### config.mk
export PLATFORM = sky130hd
export DESIGN_NAME = mdu_iter
export DESIGN_NICKNAME = d
export VERILOG_FILES = /design/src/rtl/mdu_iter_pkg.sv /design/src/rtl/mdu_iter_negate.sv /design/src/rtl/mdu_iter.sv
export SDC_FILE = /design/constraint.sdc
export NUM_CORES = 1
export LEC_CHECK = 0
export CAP_MARGIN = 25
export CORE_MARGIN = 5
export CORE_UTILIZATION = 50
export CTS_BUF_LIST = sky130_fd_sc_hd__clkbuf_4 sky130_fd_sc_hd__clkbuf_8
export CTS_CLUSTER_DIAMETER = 100
export DETAILED_ROUTE_END_ITERATION = 16
export DONT_BUFFER_PORTS = 1
export GPL_TIMING_DRIVEN = 0
export RECOVER_POWER = 50
export SLEW_MARGIN = 40
export SYNTH_ARGS = -nofsm -noshare
export SYNTH_HDL_FRONTEND = slang
export SYNTH_HIERARCHICAL = 1
export SYNTH_SLANG_ARGS = --single-unit
### constraint.sdc
create_clock -name clk -period 14.35 [get_ports clk]
set_input_delay 2.87 -clock clk [delete_from_list [all_inputs] [get_ports clk]]
set_output_delay 2.87 -clock clk [all_outputs]
set_load 0.01 [all_outputs]
### src/rtl/mdu_iter_pkg.sv
// Shared encodings and op-decode helpers for the iterative multiply/divide unit.
package mdu_iter_pkg;

   typedef enum logic [2:0] {
      MDU_MULT  = 3'd0,
      MDU_MULTU = 3'd1,
      MDU_DIV   = 3'd2,
      MDU_DIVU  = 3'd3,
      MDU_MADD  = 3'd4,
      MDU_MADDU = 3'd5,
      MDU_MSUB  = 3'd6,
      MDU_MSUBU = 3'd7
   } mdu_op_e;

   typedef enum logic [2:0] {
      S_IDLE = 3'd0,
      S_CALC = 3'd1,
      S_FIX  = 3'd2,
      S_DIVZ = 3'd3,
      S_DONE = 3'd4
   } mdu_state_e;

   function automatic logic op_is_div(input logic [2:0] op);
      return (op == MDU_DIV) || (op == MDU_DIVU);
   endfunction

   function automatic logic op_is_signed(input logic [2:0] op);
      return op inside {MDU_MULT, MDU_DIV, MDU_MADD, MDU_MSUB};
   endfunction

   function automatic logic op_is_acc(input logic [2:0] op);
      return op inside {MDU_MADD, MDU_MADDU, MDU_MSUB, MDU_MSUBU};
   endfunction

   function automatic logic op_is_sub(input logic [2:0] op);
      return (op == MDU_MSUB) || (op == MDU_MSUBU);
   endfunction

endpackage

### src/rtl/mdu_iter_negate.sv
// Combinational conditional two's complement: y = en ? -a : a.
module mdu_iter_negate #(
   parameter int W = 64
) (
   input  logic         en_i,
   input  logic [W-1:0] a_i,
   output logic [W-1:0] y_o
);

   assign y_o = en_i ? (~a_i + W'(1)) : a_i;

endmodule

### src/rtl/mdu_iter.sv
// Iterative radix-2 multiply/divide unit with signed modes and HI/LO accumulate.
// state | meaning
// IDLE  | waiting for start_i; operands latched on acceptance
// CALC  | one shift-add (mul) or shift-subtract (div) step per cycle
// FIX   | sign correction and MADD/MSUB accumulation into result
// DIVZ  | divide by zero: result = {dividend, all-ones}
// DONE  | ready_o high, held until start_i drops
module mdu_iter
   import mdu_iter_pkg::*;
#(
   parameter int WIDTH = 32,
   parameter int CNT_W = 6
) (
   input  logic               clk,
   input  logic               rst,
   input  logic               start_i,
   input  logic               annul_i,
   input  logic [2:0]         op_i,
   input  logic [WIDTH-1:0]   opdata1_i,
   input  logic [WIDTH-1:0]   opdata2_i,
   input  logic [WIDTH-1:0]   hi_i,
   input  logic [WIDTH-1:0]   lo_i,
   output logic [2*WIDTH-1:0] result_o,
   output logic               ready_o,
   output logic               busy_o
);

   localparam int W2 = 2 * WIDTH;

   mdu_state_e       state_q, state_d;
   logic [CNT_W-1:0] cnt_q, cnt_d;
   logic [2:0]       op_q, op_d;
   logic             s1_q, s1_d, s2_q, s2_d;
   logic [WIDTH-1:0] opb_q, opb_d;
   logic [W2:0]      sr_q, sr_d;
   logic [W2-1:0]    acc_q, acc_d;
   logic [W2-1:0]    result_q, result_d;

   logic             s1_in, s2_in;
   logic [WIDTH-1:0] mag1, mag2;

   assign s1_in = op_is_signed(op_i) & opdata1_i[WIDTH-1];
   assign s2_in = op_is_signed(op_i) & opdata2_i[WIDTH-1];

   mdu_iter_negate #(.W(WIDTH)) u_neg_op1 (.en_i(s1_in), .a_i(opdata1_i), .y_o(mag1));
   mdu_iter_negate #(.W(WIDTH)) u_neg_op2 (.en_i(s2_in), .a_i(opdata2_i), .y_o(mag2));

   // sr holds {partial(W+1), low word}; the one adder serves both mul and div
   logic [W2:0]      sr_shl;
   logic [WIDTH:0]   add_a;
   logic [WIDTH+1:0] add_y;
   logic [WIDTH:0]   mul_upper;
   logic [W2:0]      step_mul, step_div;

   assign sr_shl    = {sr_q[W2-1:0], 1'b0};
   assign add_a     = op_is_div(op_q) ? sr_shl[W2:WIDTH] : sr_q[W2:WIDTH];
   assign add_y     = op_is_div(op_q) ? ({1'b0, add_a} - {2'b00, opb_q})
                                      : ({1'b0, add_a} + {2'b00, opb_q});
   assign mul_upper = sr_q[0] ? add_y[WIDTH:0] : sr_q[W2:WIDTH];
   assign step_mul  = {1'b0, mul_upper, sr_q[WIDTH-1:1]};
   assign step_div  = add_y[WIDTH+1] ? sr_shl
                                     : {add_y[WIDTH:0], sr_shl[WIDTH-1:1], 1'b1};

   logic [W2-1:0]    prod_s, prod_t, mul_res;
   logic [WIDTH-1:0] quot_s, rem_s;

   mdu_iter_negate #(.W(W2)) u_neg_prod (
      .en_i(s1_q ^ s2_q), .a_i(sr_q[W2-1:0]), .y_o(prod_s));
   mdu_iter_negate #(.W(W2)) u_neg_acc (
      .en_i(op_is_sub(op_q)), .a_i(prod_s), .y_o(prod_t));
   mdu_iter_negate #(.W(WIDTH)) u_neg_quot (
      .en_i(s1_q ^ s2_q), .a_i(sr_q[WIDTH-1:0]), .y_o(quot_s));
   mdu_iter_negate #(.W(WIDTH)) u_neg_rem (
      .en_i(s1_q), .a_i(sr_q[W2-1:WIDTH]), .y_o(rem_s));

   assign mul_res = op_is_acc(op_q) ? (acc_q + prod_t) : prod_s;

   always_comb begin
      state_d  = state_q;
      cnt_d    = cnt_q;
      op_d     = op_q;
      s1_d     = s1_q;
      s2_d     = s2_q;
      opb_d    = opb_q;
      sr_d     = sr_q;
      acc_d    = acc_q;
      result_d = result_q;
      unique case (state_q)
         S_IDLE: begin
            if (start_i && !annul_i) begin
               op_d  = op_i;
               s1_d  = s1_in;
               s2_d  = s2_in;
               acc_d = {hi_i, lo_i};
               cnt_d = '0;
               if (op_is_div(op_i)) begin
                  opb_d = mag2;
                  if (opdata2_i == '0) begin
                     // raw dividend parked in the low word for the DIVZ result
                     sr_d    = {{(WIDTH+1){1'b0}}, opdata1_i};
                     state_d = S_DIVZ;
                  end else begin
                     sr_d    = {{(WIDTH+1){1'b0}}, mag1};
                     state_d = S_CALC;
                  end
               end else begin
                  opb_d   = mag1;
                  sr_d    = {{(WIDTH+1){1'b0}}, mag2};
                  state_d = S_CALC;
               end
            end
         end
         S_CALC: begin
            sr_d  = op_is_div(op_q) ? step_div : step_mul;
            cnt_d = cnt_q + 1'b1;
            if (cnt_q == CNT_W'(WIDTH - 1)) state_d = S_FIX;
         end
         S_FIX: begin
            result_d = op_is_div(op_q) ? {rem_s, quot_s} : mul_res;
            state_d  = S_DONE;
         end
         S_DIVZ: begin
            result_d = {sr_q[WIDTH-1:0], {WIDTH{1'b1}}};
            state_d  = S_DONE;
         end
         S_DONE: begin
            if (!start_i) state_d = S_IDLE;
         end
         default: state_d = S_IDLE;
      endcase
      if (annul_i && (state_q != S_IDLE)) begin
         state_d  = S_IDLE;
         result_d = result_q;
      end
   end

   always_ff @(posedge clk or negedge rst) begin
      if (!rst) begin
         state_q  <= S_IDLE;
         cnt_q    <= '0;
         op_q     <= '0;
         s1_q     <= 1'b0;
         s2_q     <= 1'b0;
         opb_q    <= '0;
         sr_q     <= '0;
         acc_q    <= '0;
         result_q <= '0;
      end else begin
         state_q  <= state_d;
         cnt_q    <= cnt_d;
         op_q     <= op_d;
         s1_q     <= s1_d;
         s2_q     <= s2_d;
         opb_q    <= opb_d;
         sr_q     <= sr_d;
         acc_q    <= acc_d;
         result_q <= result_d;
      end
   end

   assign result_o = result_q;
   assign ready_o  = (state_q == S_DONE);
   assign busy_o   = (state_q != S_IDLE);

endmodule
==> flow_summary.yaml <==
timing:
  max_freq_ghz: 0.120
  period_share: 0.582
  setup_viol: 0
  min_period_ps: 8350
  slew_headroom: 0.204
  skew_ps: 55.7
  hold_viol_final: 0
  worst_pin_slew_ps: 1190
  tns_ps: 0
  slew_violations: 0
  rsz0062_at_grt: "no"
critical_path:
  critPathMaxFanout: 11
  path_delay_family: "simple AND/OR/NAND/NOR gates"
  r2r_start: "sr_q[4]$_DFFE_PN0P_"
  cp.required_ps: 14860
  rrSetupSlack_ps: 6000
  crit_path_end_kind: "flip-flop"
  critPathKind: "flip-flop to flip-flop"
  path_buf_inv: 2
  critical_path_arrival_ps: 8860
  crit_chain: "or4_4, nor3_2, nand2_1, o41ai_1, xnor2_1, or4_4, nor4_2, nand3_4, o41ai_2, xnor2_1, ha_1, clkbuf_1, nand4_1, nor3_1, nand4_1, a2111oi_2, buf_2, o21ai_0, o21ai_0, a221oi_1, xnor2_1, o21bai_1"
  cpMaxStageDelayCell: "or4_4"
  cp_common_cell: "xnor2_1"
  startpoint_type: "flip-flop"
  slowest_delay_ps: 690
  r2r.worst_path.cells: 22
  regToRegEndpoint: "result_o[63]$_DFFE_PN0P_"
outcome:
  status: "finished clean"
layout:
  seq_area_sq_um: 5960
  final_cell_mix: "nand2_1 (594), xnor2_1 (316), a21oi_1 (251), o21ai_0 (246), dfrtp_1 (237)"
  multi_input_area_sq_um: 18500
  drive_gt1_frac: 0.0785
  fin_cells: 3988
  syn2layout_area_growth_pct: 7.78
  nets: 3521
  fin_util: 0.545
  num-fill-cells: 4926
  final_common_cell: "nand2_1"
placed_design:
  portBuffers: 0
  dp_cells: 3901
  detailed_place_hpwl_um: 83900
  globalplace.congestion: 1.02
run:
  maxCapViolCount: 0
detailed_routing:
  dr_total_vias: 25800
  via_per_inst: 6.47
  drtAntennaViolNets: 0
  wirelength_um: 106000
  drt_iter0_drc: 2802
  wire_per_inst_um: 26.5
  drc_errors: 0
  drt_pre_antenna_iters: 6
floorplan:
  ios: 201
  dieArea_sq_um: 55200
  die_w_um: 235
  rows: 82
  die_h_um: 235
  start_util: 0.505
  core_sq_um: 50100
clocking:
  numClockSinks: 238
  cts-resized-gates: 0
  ctsLongestPathBuffers: 3
  clockRootBuffer: "clkbuf_8"
  post_cts_buffers: 0
  holdBufCountCts: 0
  clkLatencyLatePin_ps: 680
  h-tree-depth: 2
  cts_buffers: 47
  clk_pin_slew_worst_paths_ps: 60
  cts_tree: "built"
logic_synthesis:
  yosysWarnings: 6
  ys_ff_latch: 238
  seq_area_frac_synth: 0.235
  synthFlopType: "dfrtp_1"
  synth.avg_cell_area_sq_um: 7.84
  synth_edf_count: 0
  synthesis.area_sq_um: 25300
  synth_cells: 3228
  synthDistinctLibCells: 96
  async_reset_ff_frac: 1.00
  synth_nets: 3469
min_path:
  whs_endpoint: "acc_q[2]$_DFFE_PN0P_"
  min-delay-path-class: "flip-flop to flip-flop"
  min_delay_path_depth: 2
  hp-start: "acc_q[2]$_DFFE_PN0P_"
power:
  irDropWorstVdd_uv: 137
  power_density_nw_per_um2: 290
  p_leak_nw: 10.9
global_routing:
  grt_first_pass_wirelength_um: 157000
  grt_start_max_net_pins: 239
  antenna_found_initial: 2
  grt_use_total: 0.364
  first_global_vias: 25100
  grt_remaining_overflow: 0
through the flow:
step,hold slack [ps],power [mW],area (sq um),worst slack [ps]
2_1_floorplan,452,5.30,25300,8270
3_3_place_gp,471,6.85,26100,4700
3_5_place_dp,476,6.92,26200,6290
4_1_cts,493,7.75,27200,6260
5_1_grt,516,8.41,27300,5830
6_report,492,7.91,27300,6000
flip-flops by register name (all words and copies together) (netlist names):
signal,flops
result_o,64
opb_q,32
op_q,2
s1_q,1
sr_q,65
cnt_q,6
acc_q,64
state_q,3
s2_q,1
cell usage after synthesis, types with 14 or more instances:
master,n,area [sq um]
or2_2,19,119
nor4_4,18,383
o221ai_1,18,158
a21oi_1,251,1260
o31ai_2,14,175
dfrtp_1,238,5960
or4_1,19,143
clkbuf_1,143,537
nand4_1,39,244
nand2_1,594,2230
o31ai_1,83,623
o41ai_1,39,342
nor4_1,25,156
nor2_1,207,777
or3_1,27,169
inv_1,46,173
a31oi_1,21,131
o21bai_1,15,113
and3_1,29,181
a211oi_1,33,248
a21o_1,45,338
o21ai_0,246,1230
nand3_1,58,290
xnor2_1,316,2770
ha_1,104,1300
o21ai_1,24,120
nand2b_1,25,156
o41ai_2,24,390
buf_1,19,71.3
xor2_1,45,394
nor2b_1,17,106
nor3_1,42,210
o21a_1,16,120
mux2i_1,173,1730
tightest hold or removal path: stages, from the launching register on:
cell and delay, ps:
dfrtp_1 350, nand2_1 50, nand2_1 60
cells by family after synthesis:
kind of cell	share of synthesized area
AOI/OAI and AO/OA	0.235
xor gates and xnor gates	0.126
adders and majority gates	0.0530
buffers and inverters	0.0356
DFF	0.235
muxes	0.0750
and+or+nand+nor	0.241
final cells by class:
class                      count  area share
inverter                      47     0.00647
sequential                   238       0.218
buffer                       176      0.0267
multi-input combinational   2767       0.677
timing repair buffer           3    0.000872
clock buffer                  68      0.0322
tap                          672      0.0308
clock inverter                15     0.00725
antenna                        2    0.000183
worst max-delay path by stage:
stage | cells past startpoint | startpoint | to
floorplan | 22 | sr_q[15]$_DFFE_PN0P_ | result_o[53]$_DFFE_PN0P_
global placement | 21 | sr_q[4]$_DFFE_PN0P_ | result_o[63]$_DFFE_PN0P_
detailed placement | 22 | sr_q[4]$_DFFE_PN0P_ | result_o[63]$_DFFE_PN0P_
CTS | 22 | sr_q[4]$_DFFE_PN0P_ | result_o[63]$_DFFE_PN0P_
global route | 22 | sr_q[4]$_DFFE_PN0P_ | result_o[63]$_DFFE_PN0P_
finish | 22 | sr_q[4]$_DFFE_PN0P_ | result_o[63]$_DFFE_PN0P_
layer usage:
layer	share of wire	vias up	GRT usage	wire length [um]
met5	0.000066	-	0	7
met4	0.069	2	0.208	7310
met3	0.088	317	0.0773	9250
met2	0.45	1336	0.589	47700
met1	0.39	12300	0.450	41300
li1	-	11800	-	-
power breakdown:
part	internal (mW)	switching (mW)	total (mW)
Clock	0.467	0.331	0.798
Sequential	0.914	0.696	1.61
Combinational	2.10	3.40	5.50
Total	3.49	4.43	7.91
(Power assumes the default switching activity.)
